<file path="src/rtl/sys1_input_pkg.sv">
// Shared constants and types for the SEGASYSTEM1 player-input stage:
// PS/2 scancodes, joystick/INP bit positions and the coin FSM state type.
package sys1_input_pkg;

    localparam int unsigned CNT_W = 4;

    // Scancodes matched on the low 8 bits only (extended flag ignored)
    localparam logic [7:0] SC_P1_UP    = 8'h75;
    localparam logic [7:0] SC_P1_DOWN  = 8'h72;
    localparam logic [7:0] SC_P1_LEFT  = 8'h6B;
    localparam logic [7:0] SC_P1_RIGHT = 8'h74;
    localparam logic [7:0] SC_P1_TRIG1 = 8'h29;
    localparam logic [7:0] SC_P1_TRIG2 = 8'h14;
    localparam logic [7:0] SC_P1_TRIG3 = 8'h11;
    localparam logic [7:0] SC_F1       = 8'h05;
    localparam logic [7:0] SC_F2       = 8'h06;

    // Scancodes matched on {extended, code}
    localparam logic [8:0] SC_START1   = 9'h016;
    localparam logic [8:0] SC_START2   = 9'h01E;
    localparam logic [8:0] SC_COIN1    = 9'h02E;
    localparam logic [8:0] SC_COIN2    = 9'h036;
    localparam logic [8:0] SC_P2_UP    = 9'h02D;
    localparam logic [8:0] SC_P2_DOWN  = 9'h02B;
    localparam logic [8:0] SC_P2_LEFT  = 9'h023;
    localparam logic [8:0] SC_P2_RIGHT = 9'h034;
    localparam logic [8:0] SC_P2_TRIG1 = 9'h01C;
    localparam logic [8:0] SC_P2_TRIG2 = 9'h01B;
    localparam logic [8:0] SC_P2_TRIG3 = 9'h015;

    localparam int unsigned JOY_R      = 0;
    localparam int unsigned JOY_L      = 1;
    localparam int unsigned JOY_D      = 2;
    localparam int unsigned JOY_U      = 3;
    localparam int unsigned JOY_TRIG1  = 4;
    localparam int unsigned JOY_TRIG2  = 5;
    localparam int unsigned JOY_TRIG3  = 6;
    localparam int unsigned JOY_START1 = 7;
    localparam int unsigned JOY_START2 = 8;
    localparam int unsigned JOY_COIN   = 9;
    localparam int unsigned JOY_USED_W = 10;

    typedef enum logic [1:0] {
        IDLE  = 2'd0,
        PULSE = 2'd1,
        GAP   = 2'd2
    } coin_state_t;

    typedef struct packed {
        logic up;
        logic down;
        logic left;
        logic right;
        logic trig1;
        logic trig2;
        logic trig3;
    } ctl_t;

    function automatic ctl_t joy_ctl(input logic [JOY_USED_W-1:0] j);
        ctl_t c;
        c.up    = j[JOY_U];
        c.down  = j[JOY_D];
        c.left  = j[JOY_L];
        c.right = j[JOY_R];
        c.trig1 = j[JOY_TRIG1];
        c.trig2 = j[JOY_TRIG2];
        c.trig3 = j[JOY_TRIG3];
        return c;
    endfunction

    // Active-low player byte: ~{left,right,up,down,0,trig2,trig1,trig3}
    function automatic logic [7:0] ctl_byte(input ctl_t c);
        return ~{c.left, c.right, c.up, c.down, 1'b0, c.trig2, c.trig1, c.trig3};
    endfunction

endpackage

</file>
<file path="src/rtl/sys1_coin_shaper.sv">
// Turns coin request strobes into vblank-timed coin pulses with a
// saturating 3-deep pending queue and a forced gap between coins.
module sys1_coin_shaper
    import sys1_input_pkg::*;
#(
    parameter int unsigned COIN_FRAMES = 3,
    parameter int unsigned GAP_FRAMES  = 2
) (
    input  logic clk_sys,
    input  logic reset_n,
    input  logic i_coin_req,
    input  logic i_vblank,
    output logic o_coin
);

    logic             r_vblank_q;
    logic             w_vbl_rise;
    logic [1:0]       r_queue;
    coin_state_t      r_state;
    logic [CNT_W-1:0] r_cnt;
    logic             r_coin;
    logic             w_start;

    assign w_vbl_rise = i_vblank & ~r_vblank_q;
    assign w_start    = (r_state == IDLE) && (r_queue != 2'd0);
    assign o_coin     = r_coin;

    always_ff @(posedge clk_sys or negedge reset_n) begin
        if (!reset_n) begin
            r_vblank_q <= 1'b0;
        end else begin
            r_vblank_q <= i_vblank;
        end
    end

    // Pending count: a request and a launch in the same cycle cancel out
    always_ff @(posedge clk_sys or negedge reset_n) begin
        if (!reset_n) begin
            r_queue <= 2'd0;
        end else if (i_coin_req && !w_start) begin
            if (r_queue != 2'd3) begin
                r_queue <= r_queue + 2'd1;
            end
        end else if (!i_coin_req && w_start) begin
            r_queue <= r_queue - 2'd1;
        end
    end

    always_ff @(posedge clk_sys or negedge reset_n) begin
        if (!reset_n) begin
            r_state <= IDLE;
            r_cnt   <= '0;
            r_coin  <= 1'b0;
        end else begin
            case (r_state)
                IDLE: begin
                    if (w_start) begin
                        r_state <= PULSE;
                        r_cnt   <= '0;
                        r_coin  <= 1'b1;
                    end
                end
                PULSE: begin
                    if (w_vbl_rise) begin
                        if (r_cnt + CNT_W'(1) == CNT_W'(COIN_FRAMES)) begin
                            r_state <= GAP;
                            r_cnt   <= '0;
                            r_coin  <= 1'b0;
                        end else begin
                            r_cnt <= r_cnt + CNT_W'(1);
                        end
                    end
                end
                GAP: begin
                    if (w_vbl_rise) begin
                        if (r_cnt + CNT_W'(1) == CNT_W'(GAP_FRAMES)) begin
                            r_state <= IDLE;
                            r_cnt   <= '0;
                        end else begin
                            r_cnt <= r_cnt + CNT_W'(1);
                        end
                    end
                end
                default: begin
                    r_state <= IDLE;
                    r_cnt   <= '0;
                    r_coin  <= 1'b0;
                end
            endcase
        end
    end

endmodule

</file>
<file path="src/rtl/sys1_input_ctrl.sv">
// Player-input conditioning for SEGASYSTEM1: PS/2 key decode merged with
// the HPS joystick words into the core's active-low INP0/INP1/INP2 bytes.
module sys1_input_ctrl
    import sys1_input_pkg::*;
#(
    parameter int unsigned COIN_FRAMES = 3,
    parameter int unsigned GAP_FRAMES  = 2,
    parameter int unsigned CABINET     = 0
) (
    input  logic        clk_sys,
    input  logic        reset_n,
    input  logic [10:0] ps2_key,
    input  logic [15:0] joystk1,
    input  logic [15:0] joystk2,
    input  logic        vblank,
    output logic [7:0]  INP0,
    output logic [7:0]  INP1,
    output logic [7:0]  INP2
);

    logic                  r_prev_tog;
    logic                  r_armed;
    logic                  w_event;
    logic                  w_pressed;
    ctl_t                  r_k1;
    ctl_t                  r_k2;
    logic                  r_kstart1;
    logic                  r_kstart2;
    logic                  r_kcoin1;
    logic                  r_kcoin2;
    logic [JOY_USED_W-1:0] r_joy1;
    logic [JOY_USED_W-1:0] r_joy2;
    ctl_t                  w_p1;
    ctl_t                  w_p2;
    logic                  w_start1;
    logic                  w_start2;
    logic                  w_m_coin;
    logic                  r_m_coin_q;
    logic                  w_coin_req;
    logic                  w_coin;
    logic                  w_unused;
    logic [7:0]            r_inp0;
    logic [7:0]            r_inp1;
    logic [7:0]            r_inp2;

    assign w_unused  = ^{joystk1[15:JOY_USED_W], joystk2[15:JOY_USED_W]};
    assign w_event   = r_armed & (ps2_key[10] != r_prev_tog);
    assign w_pressed = ps2_key[9];

    // The first cycle after reset only captures the toggle level
    always_ff @(posedge clk_sys or negedge reset_n) begin
        if (!reset_n) begin
            r_prev_tog <= 1'b0;
            r_armed    <= 1'b0;
            r_k1       <= '0;
            r_k2       <= '0;
            r_kstart1  <= 1'b0;
            r_kstart2  <= 1'b0;
            r_kcoin1   <= 1'b0;
            r_kcoin2   <= 1'b0;
        end else begin
            r_prev_tog <= ps2_key[10];
            r_armed    <= 1'b1;
            if (w_event) begin
                case (ps2_key[7:0])
                    SC_P1_UP:    r_k1.up    <= w_pressed;
                    SC_P1_DOWN:  r_k1.down  <= w_pressed;
                    SC_P1_LEFT:  r_k1.left  <= w_pressed;
                    SC_P1_RIGHT: r_k1.right <= w_pressed;
                    SC_P1_TRIG1: r_k1.trig1 <= w_pressed;
                    SC_P1_TRIG2: r_k1.trig2 <= w_pressed;
                    SC_P1_TRIG3: r_k1.trig3 <= w_pressed;
                    SC_F1: begin
                        r_kstart1 <= w_pressed;
                        r_kcoin1  <= w_pressed;
                    end
                    SC_F2: begin
                        r_kstart2 <= w_pressed;
                        r_kcoin2  <= w_pressed;
                    end
                    default: ;
                endcase
                case (ps2_key[8:0])
                    SC_START1:   r_kstart1  <= w_pressed;
                    SC_START2:   r_kstart2  <= w_pressed;
                    SC_COIN1:    r_kcoin1   <= w_pressed;
                    SC_COIN2:    r_kcoin2   <= w_pressed;
                    SC_P2_UP:    r_k2.up    <= w_pressed;
                    SC_P2_DOWN:  r_k2.down  <= w_pressed;
                    SC_P2_LEFT:  r_k2.left  <= w_pressed;
                    SC_P2_RIGHT: r_k2.right <= w_pressed;
                    SC_P2_TRIG1: r_k2.trig1 <= w_pressed;
                    SC_P2_TRIG2: r_k2.trig2 <= w_pressed;
                    SC_P2_TRIG3: r_k2.trig3 <= w_pressed;
                    default: ;
                endcase
            end
        end
    end

    always_ff @(posedge clk_sys or negedge reset_n) begin
        if (!reset_n) begin
            r_joy1     <= '0;
            r_joy2     <= '0;
            r_m_coin_q <= 1'b0;
        end else begin
            r_joy1     <= joystk1[JOY_USED_W-1:0];
            r_joy2     <= joystk2[JOY_USED_W-1:0];
            r_m_coin_q <= w_m_coin;
        end
    end

    // Upright cabinets let player 2's controls also drive player 1
    assign w_p2       = r_k2 | joy_ctl(r_joy2);
    assign w_p1       = r_k1 | joy_ctl(r_joy1) | ((CABINET != 0) ? ctl_t'('0) : w_p2);
    assign w_start1   = r_kstart1 | r_joy1[JOY_START1] | r_joy2[JOY_START1];
    assign w_start2   = r_kstart2 | r_joy1[JOY_START2] | r_joy2[JOY_START2];
    assign w_m_coin   = r_kcoin1 | r_kcoin2 | r_joy1[JOY_COIN] | r_joy2[JOY_COIN];
    assign w_coin_req = w_m_coin & ~r_m_coin_q;

    sys1_coin_shaper #(
        .COIN_FRAMES (COIN_FRAMES),
        .GAP_FRAMES  (GAP_FRAMES)
    ) u_coin (
        .clk_sys    (clk_sys),
        .reset_n    (reset_n),
        .i_coin_req (w_coin_req),
        .i_vblank   (vblank),
        .o_coin     (w_coin)
    );

    always_ff @(posedge clk_sys or negedge reset_n) begin
        if (!reset_n) begin
            r_inp0 <= 8'hFF;
            r_inp1 <= 8'hFF;
            r_inp2 <= 8'hFF;
        end else begin
            r_inp0 <= ctl_byte(w_p1);
            r_inp1 <= ctl_byte(w_p2);
            r_inp2 <= ~{2'b00, w_start2, w_start1, 3'b000, w_coin};
        end
    end

    assign INP0 = r_inp0;
    assign INP1 = r_inp1;
    assign INP2 = r_inp2;

endmodule

</file>
<file path="config.mk">
export PLATFORM = sky130hd
export DESIGN_NAME = sys1_input_ctrl
export DESIGN_NICKNAME = d
export VERILOG_FILES = /design/src/rtl/sys1_input_pkg.sv /design/src/rtl/sys1_coin_shaper.sv /design/src/rtl/sys1_input_ctrl.sv
export SDC_FILE = /design/constraint.sdc
export NUM_CORES = 1
export LEC_CHECK = 0
export BUFFER_PORTS_ARGS = -buffer_cell sky130_fd_sc_hd__buf_2
export CAP_MARGIN = 5
export CORE_UTILIZATION = 43
export CTS_BUF_LIST = sky130_fd_sc_hd__clkbuf_4 sky130_fd_sc_hd__clkbuf_8
export DETAILED_ROUTE_END_ITERATION = 12
export MAX_ROUTING_LAYER = met4
export PLACE_DENSITY = 0.69
export SYNTH_ARGS = -nofsm -noshare
export SYNTH_HDL_FRONTEND = slang
export SYNTH_SLANG_ARGS = --single-unit
</file>
<file path="constraint.sdc">
create_clock -name clk_sys -period 6.1 [get_ports clk_sys]
set_clock_uncertainty 0.1 [all_clocks]
set_input_delay 0.915 -clock clk_sys [delete_from_list [all_inputs] [get_ports clk_sys]]
set_output_delay 0.915 -clock clk_sys [all_outputs]
set_load 0.01 [all_outputs]
</file>
==> results.cfg <==
[outcome]
outcome = completed

[worst_setup_path]
setup.worst_path.start = ps2_key[5]
regToRegStartpoint = u_coin.r_cnt[0]$_DFFE_PN0P_
timing.rr.end = u_coin.r_state[0]$_DFFE_PN0P_
r2r_slack_ns = 3.89
critPathMaxFanout = 5
critPathCaptureType = register
cell_chain_critical_path = buf_2 > nor3_1 > nor3b_1 > nand2_1 > o31ai_1 > mux2_2
worst-r2r-cell-count = 5
timing.critical_path.to = r_kcoin1$_DFFE_PN0P_
data_arrival_critical_path_ns = 2.43
critPathLaunchType = primary input
criticalPathCategory = primary input to register
cpMaxStageDelayCell = nor3_1
cpPeakStageDelay_ns = 0.49
crit_required_ns = 6.22

[clocking]
clock_sink_count = 68
clock_insertion_delay_worst_skew_ns = 0.33
cts_setup_buffers = 0
clock_slew_seen_by_the_registers_of_the_worst_setup_and_hold_paths_ns = 0.07
htree_levels = 3
clock_tree_from_tritoncts = done
cts.repair.resized = 0
numCtsBuffers = 9
clock_tree.root_cell = clkbuf_8
clock_tree.buffer_depth = 2
holdBufCountCts = 0

[timing]
grt_setup_unrepaired = no
slew_viol_final = 0
timing.final.setup_violations = 0
setup_ws_ns = 3.794
hold_violations = 0
slew_limit_headroom = 0.4536
fin_crit_ns = 2.306
achievable-frequency_mhz = 433.7
min_period_over_period = 0.3780
setup_tns_ns = 0
worst_pin_slew_ns = 0.8196
fin_hold_ws_ns = 0.2560

[global_routing]
grt_first_pass_wirelength_um = 7748
maximum_number_of_pins_on_one_net_before_global_route_repair = 69
globalRouteTotalUtil = 0.1635
grt_antenna_before_repair = 0
via_count_of_the_first_global_routing_pass = 1776
grt-ovfl-total = 0

[floorplan]
start_util = 0.4550
floorplan.rows = 28
top_level_ports = 70
die-width_um = 82.08
floorplan.die_area_um2 = 6737
die_height_um = 82.08
placeableCoreArea_um2 = 6061

[routing]
wl_met3_um = 245
totalWireLength_um = 4613
detail_route.drc_violations = 0
drtPass1Iterations = 5
dr_wl_met2_um = 2191
dr_total_vias = 1837
final_antenna_net_count = 0
topRoutingLayerUsed = met4
met1Wirelength_um = 2112
route.detailed.vias_per_inst = 5.061
detailedRoute.firstIterationViolations = 54
avgRoutedWirePerCell_um = 12.71

[synthesis]
synth_cell_type_count = 43
synth_edf_count = 0
synth-seq-cells = 68
post_synth_inst_count = 223
netlist_area_um2 = 2758
yosysWarnings = 0
postSynthAreaPerCell_um2 = 12.37
ys_async_sr_fraction = 1.000
synth_flop_cell = dfrtp_1
seq_area_frac_synth = 0.6248

[placement]
detailed_placer_s_ending_hpwl_um = 3208
dp_worst_setup_slack_ns = 3.455
port-buffer-count = 50
place.gp.congestion = 0.8158

[power]
finalPower_w = 0.001124
power_leakage_nw = 1.526
powerDensity_nw_per_um2 = 339.6
vdd_ir_drop_max_mv = 0.2509

[layout]
insertedDiodeCount = 0
nets = 335
finalCoreUtilization = 0.5460
post_route_cells_drive_above_1_share = 0.3785
synthToLayoutAreaGrowth_pct = 20.01

[hold_path]
hold_path_class = register to register

[flow_run]
cap_violations = 0
[layout by cell type, fill, tap and decap left out, types with 2 or more instances in the layout]
master / n
ha_1: 6
a21oi_1: 5
o41ai_1: 2
nand2_1: 15
nor2_1: 20
o21ai_0: 8
or3_1: 2
dfrtp_1: 51
clkbuf_8: 11
conb_1: 8
nand4_1: 4
nor2b_1: 3
clkinvlp_4: 2
o31ai_1: 2
inv_1: 7
nor4_1: 8
nand3_1: 6
dfstp_2: 17
bufinv_16: 2
nand2b_1: 6
mux2_2: 20
nor3_1: 10
buf_2: 50
[logic make-up after synthesis]
group,Yosys count,share of synthesized area
fa+ha+maj,6,0.02722
other cells,1,0.001360
flops,68,0.6248
mux,21,0.08530
xor+xnor,2,0.006353
compound gates,20,0.04447
simple gates,89,0.1788
buf+inv,16,0.03176
[cell type report]
type / count / area, um2
sequential: 68 / 1723
multi-input combinational: 146 / 973.4
timing repair buffer: 51 / 257.7
inverter: 7 / 26.28
clock buffer: 11 / 151.4
fill: 544 / 2751
clock inverter: 5 / 83.83
tap: 75 / 93.84
[sequential cells by signal (all words and copies together) (netlist names)]
register           count
r_kcoin2               1
r_kcoin1               1
r_armed                1
r_m_coin_q             1
r_prev_tog             1
r_k1                   7
r_k2                   7
r_joy1                10
u_coin.o_coin          1
r_kstart2              1
u_coin.r_vblank_q      1
r_joy2                10
INP1                   7
INP2                   3
u_coin.r_cnt           4
u_coin.r_queue         2
u_coin.r_state         2
r_kstart1              1
INP0                   7
[metrics by stage]
step | std cells | instance area [um2]
floorplan | 230 | 2784
global placement | 347 | 3074
detailed placement | 347 | 3074
CTS | 363 | 3309
global route | 363 | 3309
finish | 363 | 3309
[layer usage]
| layer | global-route usage | up-vias |
|---|---|---|
| met3 | 0.06667 | 6 |
| li1 | - | 893 |
| met2 | 0.2438 | 50 |
| met5 | - | - |
| met1 | 0.1993 | 888 |
| met4 | 0.05965 | 0 |
[critical path, delay by kind of cell]
kind | cells | cell delay (ns)
compound gates | 1 | 0.10
buf+inv | 1 | 0.11
simple gates | 3 | 0.94
mux | 1 | 0.37
[cell usage after synthesis (2+ instances only)]
| master | n | area, um2 |
|---|---|---|
| o21ai_0 | 8 | 40.04 |
| nor3_1 | 10 | 50.05 |
| dfrtp_1 | 51 | 1276 |
| o41ai_1 | 2 | 17.52 |
| nor2_1 | 20 | 75.07 |
| nand4_1 | 4 | 25.02 |
| dfstp_2 | 17 | 446.7 |
| o31ai_1 | 2 | 15.01 |
| ha_1 | 6 | 75.07 |
| a21oi_1 | 5 | 25.02 |
| or3_1 | 2 | 12.51 |
| nand2b_1 | 6 | 37.54 |
| nand3_1 | 6 | 30.03 |
| inv_1 | 7 | 26.28 |
| nor4_1 | 8 | 50.05 |
| nand2_1 | 15 | 56.30 |
| buf_4 | 7 | 52.55 |
| nor2b_1 | 3 | 18.77 |
| mux2_2 | 20 | 225.2 |
[worst min-delay path by stage]
stage                         from           endpoint  slack, ns  cells past startpoint
2_1_floorplan  r_joy2[7]$_DFF_PN0_  INP2[4]$_DFF_PN1_       0.24                      1
3_3_place_gp   r_joy2[7]$_DFF_PN0_  INP2[4]$_DFF_PN1_       0.24                      1
3_5_place_dp   r_joy2[8]$_DFF_PN0_  INP2[5]$_DFF_PN1_       0.25                      1
4_1_cts        r_joy2[8]$_DFF_PN0_  INP2[5]$_DFF_PN1_       0.26                      1
5_1_grt        r_joy2[8]$_DFF_PN0_  INP2[5]$_DFF_PN1_       0.27                      1
6_report       r_joy2[8]$_DFF_PN0_  INP2[5]$_DFF_PN1_       0.26                      1
[where the power goes]
part	internal, W	switching [W]
Combinational	0.0000834	0.000111
Clock	0.000253	0.000161
Sequential	0.000493	0.0000224
Note: power is estimated with default switching activity, not from simulation.
